--- src/rtl/vend_pkg.sv ---
`default_nettype none
// ============================================================================
// Module   : vend_pkg
// Brief    : Shared types and default timing constants for the dispense stage.
// Revision : 1.0
// ============================================================================
package vend_pkg;

  typedef enum logic [1:0] {
    BEV_NONE = 2'd0,
    BEV_A    = 2'd1,
    BEV_B    = 2'd2,
    BEV_C    = 2'd3
  } bev_code_t;

  // S_DONE_ONLY holds the single cycle between accepting an empty order and its done pulse.
  typedef enum logic [2:0] {
    S_IDLE      = 3'd0,
    S_BEV_WAIT  = 3'd1,
    S_CHG_WAIT  = 3'd2,
    S_CHG_PAY   = 3'd3,
    S_DONE_ONLY = 3'd4
  } seq_state_t;

  localparam int DEF_BEV_DELAY = 10;
  localparam int DEF_CHG_DELAY = 20;
  localparam int DEF_CHG_CHUNK = 100;

  function automatic int max_int(input int a, input int b);
    return (a > b) ? a : b;
  endfunction

endpackage
`default_nettype wire

--- src/rtl/vend_delay_counter.sv ---
`default_nettype none
// ============================================================================
// Module   : vend_delay_counter
// Brief    : Loadable down-counter with zero flag, shared by both wait states.
// Revision : 1.0
// ============================================================================
module vend_delay_counter #(
  parameter int W = 6
) (
  input  logic         clk,
  input  logic         rst,
  input  logic         load,
  input  logic [W-1:0] load_val,
  output logic         zero
);

  logic [W-1:0] r_count;

  always_ff @(posedge clk or negedge rst) begin
    if (!rst) begin
      r_count <= '0;
    end else if (load) begin
      r_count <= load_val;
    end else if (r_count != '0) begin
      r_count <= r_count - 1'b1;
    end
  end

  assign zero = (r_count == '0);

endmodule
`default_nettype wire

--- src/rtl/vend_dispense_sequencer.sv ---
`default_nettype none
// ============================================================================
// Module   : vend_dispense_sequencer
// Brief    : Times beverage delivery and chunked change pay-out for one order.
// Revision : 1.0
// ============================================================================
module vend_dispense_sequencer
  import vend_pkg::*;
#(
  parameter int BEV_DELAY = DEF_BEV_DELAY,
  parameter int CHG_DELAY = DEF_CHG_DELAY,
  parameter int COIN_W    = 16,
  parameter int BEV_W     = 2,
  parameter int CHG_CHUNK = DEF_CHG_CHUNK
) (
  input  logic              clk,
  input  logic              rst,
  input  logic              req_valid,
  output logic              req_ready,
  input  logic [BEV_W-1:0]  req_beverage,
  input  logic [COIN_W-1:0] req_change,
  output logic [BEV_W-1:0]  beverage_out,
  output logic [COIN_W-1:0] change_out,
  output logic              busy,
  output logic              done
);

  localparam int CNT_W = $clog2(max_int(BEV_DELAY, CHG_DELAY)) + 1;
  localparam logic [CNT_W-1:0]  c_bev_load = CNT_W'(BEV_DELAY - 1);
  localparam logic [CNT_W-1:0]  c_chg_load = CNT_W'(CHG_DELAY - 1);
  localparam logic [COIN_W-1:0] c_chunk    = COIN_W'(CHG_CHUNK);

  seq_state_t        r_state;
  logic [BEV_W-1:0]  r_bev;
  logic [COIN_W-1:0] r_remaining;
  logic [COIN_W-1:0] w_chunk;
  logic              w_accept;
  logic              w_load;
  logic [CNT_W-1:0]  w_load_val;
  logic              w_zero;

  // Ready stays low through the done cycle so orders are spaced by one idle cycle.
  assign req_ready = rst & (r_state == S_IDLE) & ~done;
  assign w_accept  = req_valid & req_ready;
  assign busy      = (r_state != S_IDLE);
  assign w_chunk   = (r_remaining > c_chunk) ? c_chunk : r_remaining;

  always_comb begin
    w_load     = 1'b0;
    w_load_val = c_bev_load;
    case (r_state)
      S_IDLE: begin
        if (w_accept && (req_beverage != '0)) begin
          w_load = 1'b1;
        end else if (w_accept && (req_change != '0)) begin
          w_load     = 1'b1;
          w_load_val = c_chg_load;
        end
      end
      S_BEV_WAIT: begin
        if (w_zero && (r_remaining != '0)) begin
          w_load     = 1'b1;
          w_load_val = c_chg_load;
        end
      end
      default: ;
    endcase
  end

  vend_delay_counter #(.W(CNT_W)) u_delay (
    .clk      (clk),
    .rst      (rst),
    .load     (w_load),
    .load_val (w_load_val),
    .zero     (w_zero)
  );

  always_ff @(posedge clk or negedge rst) begin
    if (!rst) begin
      r_state      <= S_IDLE;
      r_bev        <= '0;
      r_remaining  <= '0;
      beverage_out <= '0;
      change_out   <= '0;
      done         <= 1'b0;
    end else begin
      beverage_out <= '0;
      change_out   <= '0;
      done         <= 1'b0;
      case (r_state)
        S_IDLE: begin
          if (w_accept) begin
            r_bev       <= req_beverage;
            r_remaining <= req_change;
            if (req_beverage != '0)    r_state <= S_BEV_WAIT;
            else if (req_change != '0) r_state <= S_CHG_WAIT;
            else                       r_state <= S_DONE_ONLY;
          end
        end
        S_DONE_ONLY: begin
          done    <= 1'b1;
          r_state <= S_IDLE;
        end
        S_BEV_WAIT: begin
          if (w_zero) begin
            beverage_out <= r_bev;
            if (r_remaining != '0) begin
              r_state <= S_CHG_WAIT;
            end else begin
              done    <= 1'b1;
              r_state <= S_IDLE;
            end
          end
        end
        S_CHG_WAIT, S_CHG_PAY: begin
          if (w_zero || (r_state == S_CHG_PAY)) begin
            change_out  <= w_chunk;
            r_remaining <= r_remaining - w_chunk;
            if (w_chunk == r_remaining) begin
              done    <= 1'b1;
              r_state <= S_IDLE;
            end else begin
              r_state <= S_CHG_PAY;
            end
          end
        end
        default: r_state <= S_IDLE;
      endcase
    end
  end

endmodule
`default_nettype wire

--- config.mk ---
export PLATFORM = sky130hd
export DESIGN_NAME = vend_dispense_sequencer
export DESIGN_NICKNAME = d
export VERILOG_FILES = /design/src/rtl/vend_pkg.sv /design/src/rtl/vend_delay_counter.sv /design/src/rtl/vend_dispense_sequencer.sv
export SDC_FILE = /design/constraint.sdc
export NUM_CORES = 1
export LEC_CHECK = 0
export BUFFER_PORTS_ARGS = -buffer_cell sky130_fd_sc_hd__buf_2
export CELL_PAD_IN_SITES_DETAIL_PLACEMENT = 0
export CELL_PAD_IN_SITES_GLOBAL_PLACEMENT = 2
export CORE_AREA = 2 2 90 92
export DETAILED_ROUTE_END_ITERATION = 6
export DIE_AREA = 0 0 92 94
export PLACE_DENSITY_LB_ADDON = 0.1
export SETUP_SLACK_MARGIN = 0.02
export SLEW_MARGIN = 20
export SYNTH_ARGS = -nofsm -noshare
export SYNTH_HDL_FRONTEND = slang
export SYNTH_HIERARCHICAL = 1
export SYNTH_SLANG_ARGS = --single-unit
export TNS_END_PERCENT = 100
--- constraint.sdc ---
create_clock -name clk -period 3.1 [get_ports clk]
set_input_delay 0.155 -clock clk [delete_from_list [all_inputs] [get_ports clk]]
set_output_delay 0.155 -clock clk [all_outputs]
set_load 0.01 [all_outputs]
==> results of run 1 <==
-- routing by layer --
layer  GRT usage (%)  vias to the layer above
met3            3.05                        7
met4            5.85                        0
met1            24.0                     1050
met2            28.1                       37
li1                -                     1111
met5               0                        -
-- worst paths after layout --
| kind | start | to | slack (ns) | depth (start not counted) |
|---|---|---|---|---|
| worst max-delay path | r_remaining[4]$_DFFE_PN0P_ | r_remaining[14]$_DFFE_PN0P_ | 0.31 | 10 |
| worst min-delay path | req_beverage[0] | r_state[2]$_DFFE_PN0P_ | 0.03 | 2 |
| worst max register to register | r_remaining[4]$_DFFE_PN0P_ | r_remaining[14]$_DFFE_PN0P_ | 0.31 | 10 |
| worst min register to register | r_bev[0]$_DFFE_PN0P_ | beverage_out[0]$_DFF_PN0_ | 0.49 | 1 |
| max in group asynchronous | rst | r_remaining[1]$_DFFE_PN0P_ | 2.18 | 3 |
| min in group asynchronous | rst | u_delay/r_count[5]$_DFFE_PN0P_ | 0.51 | 3 |
-- critical path: stages, from the launching register on --
cell and delay, ns:
dfrtp_1 0.51, o311a_1 0.32, o2bb2ai_4 0.14, a21boi_0 0.25
inv_1 0.07, ha_1 0.21, o21ai_0 0.28, a21oi_1 0.14
o22ai_2 0.32, a31oi_1 0.13, a221o_1 0.30
-- cells by family (layout without fill, tap and decap cells) --
logic type | Yosys count | count (layout) | synth area share (%)
AND/OR/NAND/NOR | 113 | 113 | 24.6
AO/OA/AOI/OAI | 77 | 77 | 22.5
flip-flops | 46 | 46 | 44.0
buffers and inverters | 25 | 71 | 4.97
adder cells (fa/ha/maj) | 3 | 3 | 1.43
XOR/XNOR | 3 | 3 | 1.00
multiplexers | 3 | 3 | 1.24
other | 2 | 13 | 0.287
-- stage by stage --
stage	total power [uW]	utilization, %	std cells
floorplan	2060	-	283
detailed placement	2410	39.2	422
finish	2830	40.6	431
CTS	2850	40.6	431
global route	3070	40.6	431
global placement	2440	39.2	422
-- area by class of cell --
type	instances	share of cell area (%)
multi-input combinational	212	44.6
clock inverter	3	0.851
timing repair buffer	54	9.88
clock buffer	5	2.23
tap	102	4.13
inverter	9	1.09
sequential	46	37.3
-- power groups by stage --
| stage | sequential [uW] | combinational (uW) | clock (uW) |
|---|---|---|---|
| after detailed placement | 1040 | 1370 | 0 |
| after CTS | 1030 | 1390 | 435 |
| after global placement | 1040 | 1400 | 0 |
| after global routing | 1070 | 1560 | 451 |
| after floorplan | 962 | 1090 | 0 |
| final | 1030 | 1380 | 418 |
-- registers in the layout, indices dropped and copies added (netlist names) --
register         flops
done                 1
u_delay/r_count      6
change_out          16
r_state              3
beverage_out         2
r_bev                2
r_remaining         16
-- cell usage in the layout (no fill, tap or decap), drive strengths merged, types with 2 or more instances in the layout --
| master | netlist | layout |
|---|---|---|
| nand3 | 6 | 6 |
| ha | 3 | 3 |
| a221oi | 3 | 3 |
| mux2 | 2 | 2 |
| clkbuf | 5 | 5 |
| o2bb2ai | 3 | 3 |
| and3 | 7 | 7 |
| xnor2 | 3 | 3 |
| dfrtp | 46 | 46 |
| a211oi | 2 | 2 |
| or2 | 2 | 2 |
| o311a | 2 | 2 |
| a31oi | 7 | 7 |
| a21oi | 11 | 11 |
| a22oi | 3 | 3 |
| nor2 | 28 | 28 |
| o31ai | 5 | 5 |
| nor4 | 10 | 10 |
| buf | 11 | 53 |
| a21boi | 2 | 2 |
| inv | 9 | 12 |
| or3 | 4 | 4 |
| nand2b | 2 | 2 |
| o41ai | 2 | 2 |
| nor3b | 3 | 3 |
| nand2 | 26 | 26 |
| o22ai | 5 | 5 |
| o21ai | 18 | 18 |
| and2 | 5 | 5 |
| a2bb2oi | 3 | 3 |
| conb | 2 | 13 |
| nor3 | 9 | 9 |
| a22o | 4 | 4 |
| nand4 | 6 | 6 |
==> results.ini, run 1 <==
[outcome]
status = finished clean

[floorplan]
dieArea_mm2 = 0.00865
io_pins = 42
rows = 32
start_util_pct = 34.4
core_area_mm2 = 0.00761
fp.dieH_um = 94
die_w_um = 92

[worst_setup_path]
end_kind = flop
worstPathRequired_ns = 3.31
critPathMaxFanout = 8
critical_path_arrival_ns = 3.00
crit_type = reg -> reg
start_kind = flop

[timing]
clock_skew_ns = 0.00758
hold_ws_ns = 0.0256
fin_crit_ns = 2.79
slew_viol_final = 0
finalSetupTns_ns = 0
worstMarginPinSlew_ns = 0.649
finalSetupViolations = 0
max_slew_margin_pct = 56.6
finalCritPeriodShare_pct = 89.9
rsz0062_at_grt = false
final_hold_viol_count = 0
max_freq_mhz = 359
worst_slack_ns = 0.312

[grt]
grt_max_degree = 48
antenna_found_initial = 0
grt.overflow.total = 0
grt.total_usage_pct = 17.5
grt_pass1_vias = 2203
grt_first_pass_wirelength_um = 11700

[pwr]
power_density_mw_per_mm2 = 916
combPwrFrac_pct = 48.9
max-vdd-ir-drop_mv = 0.355
switchingPower_uw = 1280
p_seq_share_pct = 36.4
p_int_uw = 1550
switching_share_pct = 45.1
leakagePower_uw = 0.00136
clkPwrFrac_pct = 14.8

[placed_design]
place_congestion = 0.805
dp.final_hpwl_um = 4990
dp_slack_ns = 0.360
place_area_mm2 = 0.00298
io_buffers = 41

[yosys]
synth_ff_type = dfrtp_1
synth_top_area_share_pct = 44.0
synth_edf_count = 0
synth_seq_cells = 46
yosys-top-cells-count = 46 x dfrtp_1, 27 x nor2_1, 26 x nand2_1
ys_top_cells_by_area = dfrtp_1 44%, nor2_1 3.9%, nand2_1 3.7%
async_reset_ff_share_pct = 100
netlist_area_mm2 = 0.00262
yosys_warnings = 6
yosysTopAreaCell = dfrtp_1
ys_seq_area_share_pct = 44.0
syn_area_per_cell_um2 = 9.62
synthCells = 272
post-synth-top-count-cell = dfrtp_1
ys_types = 67

[routing]
met3RoutedLength_um = 248
via_per_inst = 5.12
wl_met2_um = 3230
wl_met1_um = 3430
via_count = 2205
firstDrtPassIters = 4
drc = 0
top_layer_used = met4
wirelength_um = 7000
wl_per_cell_um = 16.3
drtIter0Drc = 93
ant_nets = 0

[clocking]
cts_max_level = 2
cts-resized-gates = 0
clkLatencyLatePin_ns = 0.32
path_clk_slew_ns = 0.10
ctsHoldBuffers = 1
cts_buffers = 5
clk_path_buf_depth = 2
cts_num_sinks = 46
cts_tree = done
cts_root_buf = clkbuf_8
post_cts_buffers = 0

[layout]
final_nets = 352
drive_gt1_share_pct = 24.3
n_antenna_cell = 0
synthToLayoutAreaGrowth_pct = 18.1
multi_input_comb_area_mm2 = 0.00138
seqCellArea_mm2 = 0.00115
postLayoutCellArea_mm2 = 0.00309
nFillCells = 795

[job]
maxCapViolations = 0

[worst_hold_path]
hold_class = in -> reg

(Power assumes the default switching activity.)
==> run 2: changes to the inputs <==
--- a/config.mk
+++ b/config.mk
@@ -5,12 +5,12 @@
 export SDC_FILE = /design/constraint.sdc
 export NUM_CORES = 1
 export LEC_CHECK = 0
-export BUFFER_PORTS_ARGS = -buffer_cell sky130_fd_sc_hd__buf_2
 export CELL_PAD_IN_SITES_DETAIL_PLACEMENT = 0
 export CELL_PAD_IN_SITES_GLOBAL_PLACEMENT = 2
-export CORE_AREA = 2 2 90 92
+export CORE_AREA = 2 2 85 87
 export DETAILED_ROUTE_END_ITERATION = 6
-export DIE_AREA = 0 0 92 94
+export DIE_AREA = 0 0 87 89
+export DONT_BUFFER_PORTS = 1
 export PLACE_DENSITY_LB_ADDON = 0.1
 export SETUP_SLACK_MARGIN = 0.02
 export SLEW_MARGIN = 20
==> run 2 against run 1 <==
- setup slack better by 0.037 ns
- sequential power hardly changed
- critical path depth stayed put
- core utilization is 3.2 points higher
- critical path type unchanged
- critical endpoint unchanged
- largest cell class unchanged
- highest routed layer unchanged
==> results.ini, run 2 (synthesis results as in run 1) <==
[clocking]
post_cts_buffers = 0  ; unchanged
cts_max_level = 2  ; unchanged
cts_root_buf = clkbuf_8
clk_path_buf_depth = 2  ; unchanged
path_clk_slew_ns = 0.09  ; about the same
cts_buffers = 5  ; unchanged
cts_num_sinks = 46  ; unchanged
clkLatencyLatePin_ns = 0.31  ; about the same
cts_tree = done

[worst_setup_path]
critical_path_arrival_ns = 2.93  ; -0.07 ns
critPathMaxFanout = 9  ; +1
cp_slowest_cell = dfrtp_1
worst_r2r_path_depth = 10  ; unchanged
start_kind = flop
end_kind = flop
cp.depth = 10  ; unchanged
path_delay_family = compound AO/OA/AOI/OAI gates
worstPathRequired_ns = 3.28  ; -0.03 ns
crit_type = reg -> reg
path_buf_inv = 1  ; unchanged
path_cells = o311a_1 -> o2bb2ai_4 -> a21boi_0 -> inv_1 -> ha_1 -> o21ai_1 -> a21oi_1 -> o22ai_2 -> a31oi_1 -> a221o_1
critPathMaxStageDelay_ns = 0.50  ; about the same

[floorplan]
rows = 30  ; -6.3%
die_w_um = 87  ; -5.4%
core_area_mm2 = 0.00672  ; -12%
start_util_pct = 38.9  ; +4.5 points
fp.dieH_um = 89  ; -5.3%
dieArea_mm2 = 0.00774  ; -10%
io_pins = 42  ; unchanged

[worst_hold_path]
whs_path_depth = 1  ; -1
hold_class = in -> reg

[placed_design]
place_congestion = 0.900  ; +12%
dp.final_hpwl_um = 4990  ; about the same
dp_slack_ns = 0.274  ; -0.0863 ns
io_buffers = 0  ; -100%

[timing]
worstMarginPinSlew_ns = 0.688  ; +0.0387 ns
finalSetupViolations = 0  ; unchanged
finalSetupTns_ns = 0  ; unchanged
max_freq_mhz = 364  ; +1.3%
worst_slack_ns = 0.349  ; +0.0368 ns
rsz0062_at_grt = false
slew_viol_final = 0  ; unchanged
clock_skew_ns = 0.0132  ; +0.00557 ns
max_slew_margin_pct = 54.0  ; -2.6 points
fin_crit_ns = 2.75  ; -0.0368 ns
finalCritPeriodShare_pct = 88.7  ; -1.2 points
final_hold_viol_count = 0  ; unchanged

[grt]
grt.total_usage_pct = 20.3  ; +2.8 points
antenna_found_initial = 0  ; unchanged
grt_first_pass_wirelength_um = 11900  ; +1.3%
grt_max_degree = 47  ; -2.1%
grt_pass1_vias = 2142  ; -2.8%
grt.overflow.total = 0  ; unchanged

[layout]
final_common_cell = dfrtp_1
synthToLayoutAreaGrowth_pct = 12.6
final_nets = 317  ; -9.9%
reg.largest.list = change_out (16), r_remaining (16), u_delay/r_count (6)
n_antenna_cell = 0  ; unchanged
final_util_pct = 43.9  ; +3.2 points
final_cell_mix = 46 x dfrtp_1, 27 x nor2_1, 26 x nand2_1
drive_gt1_share_pct = 13.3  ; -11 points

[pwr]
leakagePower_uw = 0.00123  ; -9.5%
power.total_uw = 2830  ; about the same
max-vdd-ir-drop_mv = 0.320  ; -9.8%
power_density_mw_per_mm2 = 961  ; +4.9%

[job]
maxCapViolations = 0  ; unchanged

[routing]
drc = 0  ; unchanged
firstDrtPassIters = 4  ; unchanged
drtIter0Drc = 132  ; +42%
wl_per_cell_um = 19.3  ; +19%
via_per_inst = 5.67  ; +11%
via_count = 2121  ; -3.8%
ant_nets = 0  ; unchanged
wirelength_um = 7210  ; +3.0%

[outcome]
status = finished clean

run 2: routing by layer:
metal | GRT usage [%] | routed length [um]
met1 | 28.0 | 3290
met2 | 33.3 | 3650
met3 | 3.32 | 244
met4 | 5.26 | 33
met5 | 0 | 0
run 2: timing repair:
item / 4_1_cts / 5_1_grt
gates resized for setup: 0 / 1
endpoints found under the setup margin: 0 / 1
hold buffers: 8 / 0
hold endpoints to repair: 52 / 0
run 2: per-stage QoR:
step,instances,cell area [um2],hold slack [ns]
6_report,374,2950,0.0165
5_1_grt,374,2950,0.00683
4_1_cts,374,2950,0.00376
3_5_place_dp,358,2740,-0.140
3_3_place_gp,358,2740,-0.140
2_1_floorplan,283,2660,-0.141
run 2: layout make-up:
type,instances,area (um2)
Clock buffer,7,96.3
Tap cell,80,100
Clock inverter,1,8.76
Fill cell,694,3770
Sequential cell,46,1150
Inverter,9,33.8
Multi-Input combinational cell,212,1380
Timing Repair Buffer,19,180
run 2: worst paths after layout:
check,startpoint,end,slack [ns]
max reg2reg,r_remaining[5]$_DFFE_PN0P_,r_remaining[14]$_DFFE_PN0P_,0.35
min reg2reg,r_bev[0]$_DFFE_PN0P_,beverage_out[0]$_DFF_PN0_,0.48
max,r_remaining[5]$_DFFE_PN0P_,r_remaining[14]$_DFFE_PN0P_,0.35
max in group asynchronous,rst,r_remaining[2]$_DFFE_PN0P_,2.52
min,req_change[8],r_remaining[8]$_DFFE_PN0P_,0.02
min in group asynchronous,rst,u_delay/r_count[0]$_DFFE_PN0P_,0.37
run 2: power by group:
group | total [uW] | internal [uW] | switching (uW) | leakage, uW
registers | 1040 | 787 | 258 | 0.000553
logic | 1370 | 585 | 782 | 0.000622
clock network | 420 | 205 | 215 | 0.0000544
run 2: worst register-to-register path: stages, from the launching register on:
cell and delay [ns]:
dfrtp_1 0.50, o311a_1 0.35, o2bb2ai_4 0.14, a21boi_0 0.25, inv_1 0.07, ha_1 0.21, o21ai_1 0.24, a21oi_1 0.12
o22ai_2 0.31, a31oi_1 0.13, a221o_1 0.32
==> run 3: changes to the inputs <==
--- a/config.mk
+++ b/config.mk
@@ -5,11 +5,12 @@
 export SDC_FILE = /design/constraint.sdc
 export NUM_CORES = 1
 export LEC_CHECK = 0
+export ABC_CLOCK_PERIOD_IN_PS = 3100
 export CELL_PAD_IN_SITES_DETAIL_PLACEMENT = 0
 export CELL_PAD_IN_SITES_GLOBAL_PLACEMENT = 2
-export CORE_AREA = 2 2 85 87
+export CORE_AREA = 2 2 61 121
 export DETAILED_ROUTE_END_ITERATION = 6
-export DIE_AREA = 0 0 87 89
+export DIE_AREA = 0 0 63 123
 export DONT_BUFFER_PORTS = 1
 export PLACE_DENSITY_LB_ADDON = 0.1
 export SETUP_SLACK_MARGIN = 0.02
==> run 3 against run 2 <==
- critical path depth did not move
- count of clock-buffer cells in the layout decreased by 2
- core utilization shrank 0.36 points
- first-iteration DRC count shrank 22%
- largest power group unchanged
- highest routed layer unchanged
- combinational power down 5%
- sequential power increased by 4%
- critical endpoint unchanged
- sequential share of layout area fell by 0.33 points
- clock power up 32%
- clock skew is 0.0069 ns lower
- die area barely moved
- setup slack lost 0.14 ns
- maximum frequency shrank 4.9%
==> results.ini, run 3 (synthesis results as in run 1) <==
[outcome]
status = finished clean

[clocking]
path_clk_slew_ns = 0.07  ; -0.02 ns
cts_num_sinks = 46  ; unchanged
cts_tree = done
cts_buffers = 5  ; unchanged
post_cts_buffers = 0  ; unchanged
clkLatencyLatePin_ns = 0.29  ; -0.02 ns
clk_path_buf_depth = 2  ; unchanged
cts_root_buf = clkbuf_16
cts_max_level = 2  ; unchanged

[worst_setup_path]
start_kind = flop
path_cells = o311a_1 -> o2bb2ai_4 -> a21boi_0 -> inv_1 -> ha_1 -> o21ai_0 -> a21oi_1 -> o22ai_2 -> a31oi_1 -> a221o_1
worstPathRequired_ns = 3.28  ; about the same
path_delay_family = compound AO/OA/AOI/OAI gates
end_kind = flop
critPathMaxFanout = 8  ; -1
critical_path_arrival_ns = 3.07  ; +0.14 ns
crit_type = reg -> reg
cp_slowest_cell = dfrtp_1
path_buf_inv = 1  ; unchanged
critPathMaxStageDelay_ns = 0.52  ; +0.02 ns

[pwr]
combPwrFrac_pct = 44.4  ; -3.9 points
switching_share_pct = 43.5  ; -0.85 points
max-vdd-ir-drop_mv = 0.428  ; +34%
power_density_mw_per_mm2 = 987  ; +2.7%
switchingPower_uw = 1280  ; +1.6%
leakagePower_uw = 0.00123  ; -0.28%
p_seq_share_pct = 36.7  ; -0.2 points
p_int_uw = 1660  ; +5.2%
clkPwrFrac_pct = 18.9  ; +4.1 points

[routing]
via_per_inst = 5.62  ; -0.93%
firstDrtPassIters = 4  ; unchanged
via_count = 2135  ; +0.66%
wirelength_um = 6870  ; -4.8%
wl_per_cell_um = 18.1  ; -6.3%
ant_nets = 0  ; unchanged
drtIter0Drc = 103  ; -22%
drc = 0  ; unchanged

[grt]
grt.overflow.total = 0  ; unchanged
grt.total_usage_pct = 19.0  ; -1.3 points
grt_max_degree = 47  ; unchanged
grt_first_pass_wirelength_um = 11300  ; -4.9%
antenna_found_initial = 0  ; unchanged
grt_pass1_vias = 2144  ; +0.093%

[timing]
clock_skew_ns = 0.00621  ; -0.00694 ns
rsz0062_at_grt = false
worst_slack_ns = 0.206  ; -0.143 ns
finalSetupTns_ns = 0  ; unchanged
finalSetupViolations = 0  ; unchanged
final_hold_viol_count = 0  ; unchanged
slew_viol_final = 0  ; unchanged
worstMarginPinSlew_ns = 0.673  ; -0.0149 ns
max_slew_margin_pct = 55.0  ; +1.0 points
hold_ws_ns = 0.0100  ; -0.00648 ns
max_freq_mhz = 346  ; -4.9%
fin_crit_ns = 2.89  ; +0.143 ns
finalCritPeriodShare_pct = 93.3  ; +4.6 points

[floorplan]
rows = 43  ; +43%
start_util_pct = 38.3  ; -0.65 points
die_w_um = 63  ; -28%
fp.dieH_um = 123  ; +38%
io_pins = 42  ; unchanged
dieArea_mm2 = 0.00775  ; about the same
core_area_mm2 = 0.00683  ; +1.7%

[layout]
reg.largest.list = change_out (16), r_remaining (16), u_delay/r_count (6)
drive_gt1_share_pct = 12.4  ; -0.85 points
final_common_cell = dfrtp_1
final_cell_mix = 46 x dfrtp_1, 27 x nor2_1, 26 x nand2_1
postLayoutCellArea_mm2 = 0.00297  ; +0.85%
n_antenna_cell = 0  ; unchanged
synthToLayoutAreaGrowth_pct = 13.6
nFillCells = 686  ; -1.2%
final_nets = 313  ; -1.3%
final_util_pct = 43.5  ; -0.36 points

[placed_design]
dp_slack_ns = 0.301  ; +0.0264 ns
place_area_mm2 = 0.00273  ; -0.36%
io_buffers = 0  ; unchanged
place_congestion = 0.833  ; -7.4%
dp.final_hpwl_um = 4780  ; -4.1%

[worst_hold_path]
hold_class = in -> reg

[job]
maxCapViolations = 0  ; unchanged

[run 3: changes by cell type in the layout (fill, tap and decap cells not counted)]
cell	delta
clkbuf_8	-7
clkbuf_16	+5
buf_4	-3
clkinvlp_4	+1
dlygate4sd3_1	-1
inv_6	+1
o21ai_0	+1
o21ai_1	-1
[run 3: area by class of cell]
cell class	instances	area [um2]	share of cell area, %
Timing Repair Buffer	15	148	4.97
Clock inverter	3	25.0	0.842
Clock buffer	5	125	4.21
Inverter	9	33.8	1.14
Sequential cell	46	1150	38.7
Multi-Input combinational cell	212	1380	46.3
Tap cell	90	113	3.79
[run 3: what timing repair did]
action                                 CTS  global route
endpoints found under the hold margin   51             0
hold buffers                             7             0
gates resized for setup                  0             0
[run 3: worst paths after layout]
path                                                        to  cells past startpoint                        from  slack [ns]
worst max-delay path               r_remaining[14]$_DFFE_PN0P_                     10  r_remaining[4]$_DFFE_PN0P_        0.21
worst min-delay path                r_remaining[1]$_DFFE_PN0P_                      2               req_change[1]        0.01
worst max register to register     r_remaining[14]$_DFFE_PN0P_                     10  r_remaining[4]$_DFFE_PN0P_        0.21
worst min register to register            r_bev[1]$_DFFE_PN0P_                      1        r_bev[1]$_DFFE_PN0P_        0.48
max in group asynchronous          r_remaining[12]$_DFFE_PN0P_                      2                         rst        2.50
min in group asynchronous       u_delay/r_count[3]$_DFFE_PN0P_                      2                         rst        0.39
[run 3: through the flow]
step | std cells | power [uW]
after floorplan | 283 | 2060
after global placement | 365 | 2350
after detailed placement | 365 | 2360
after CTS | 380 | 2950
after global routing | 380 | 3160
final | 380 | 2930
[run 3: power groups by stage]
stage               clock network [uW]  logic (uW)  registers (uW)
floorplan                            0        1090             962
detailed placement                   0        1270            1080
CTS                                572        1300            1070
global placement                     0        1280            1070
global route                       597        1460            1110
finish                             554        1300            1080
[run 3: per-layer routing]
metal / global-route usage (%) / share of wire (%)
met3: 3.64 / 4.5
met4: 10.1 / 3.4
met5: 0 / 0
met2: 30.9 / 49
met1: 23.7 / 43
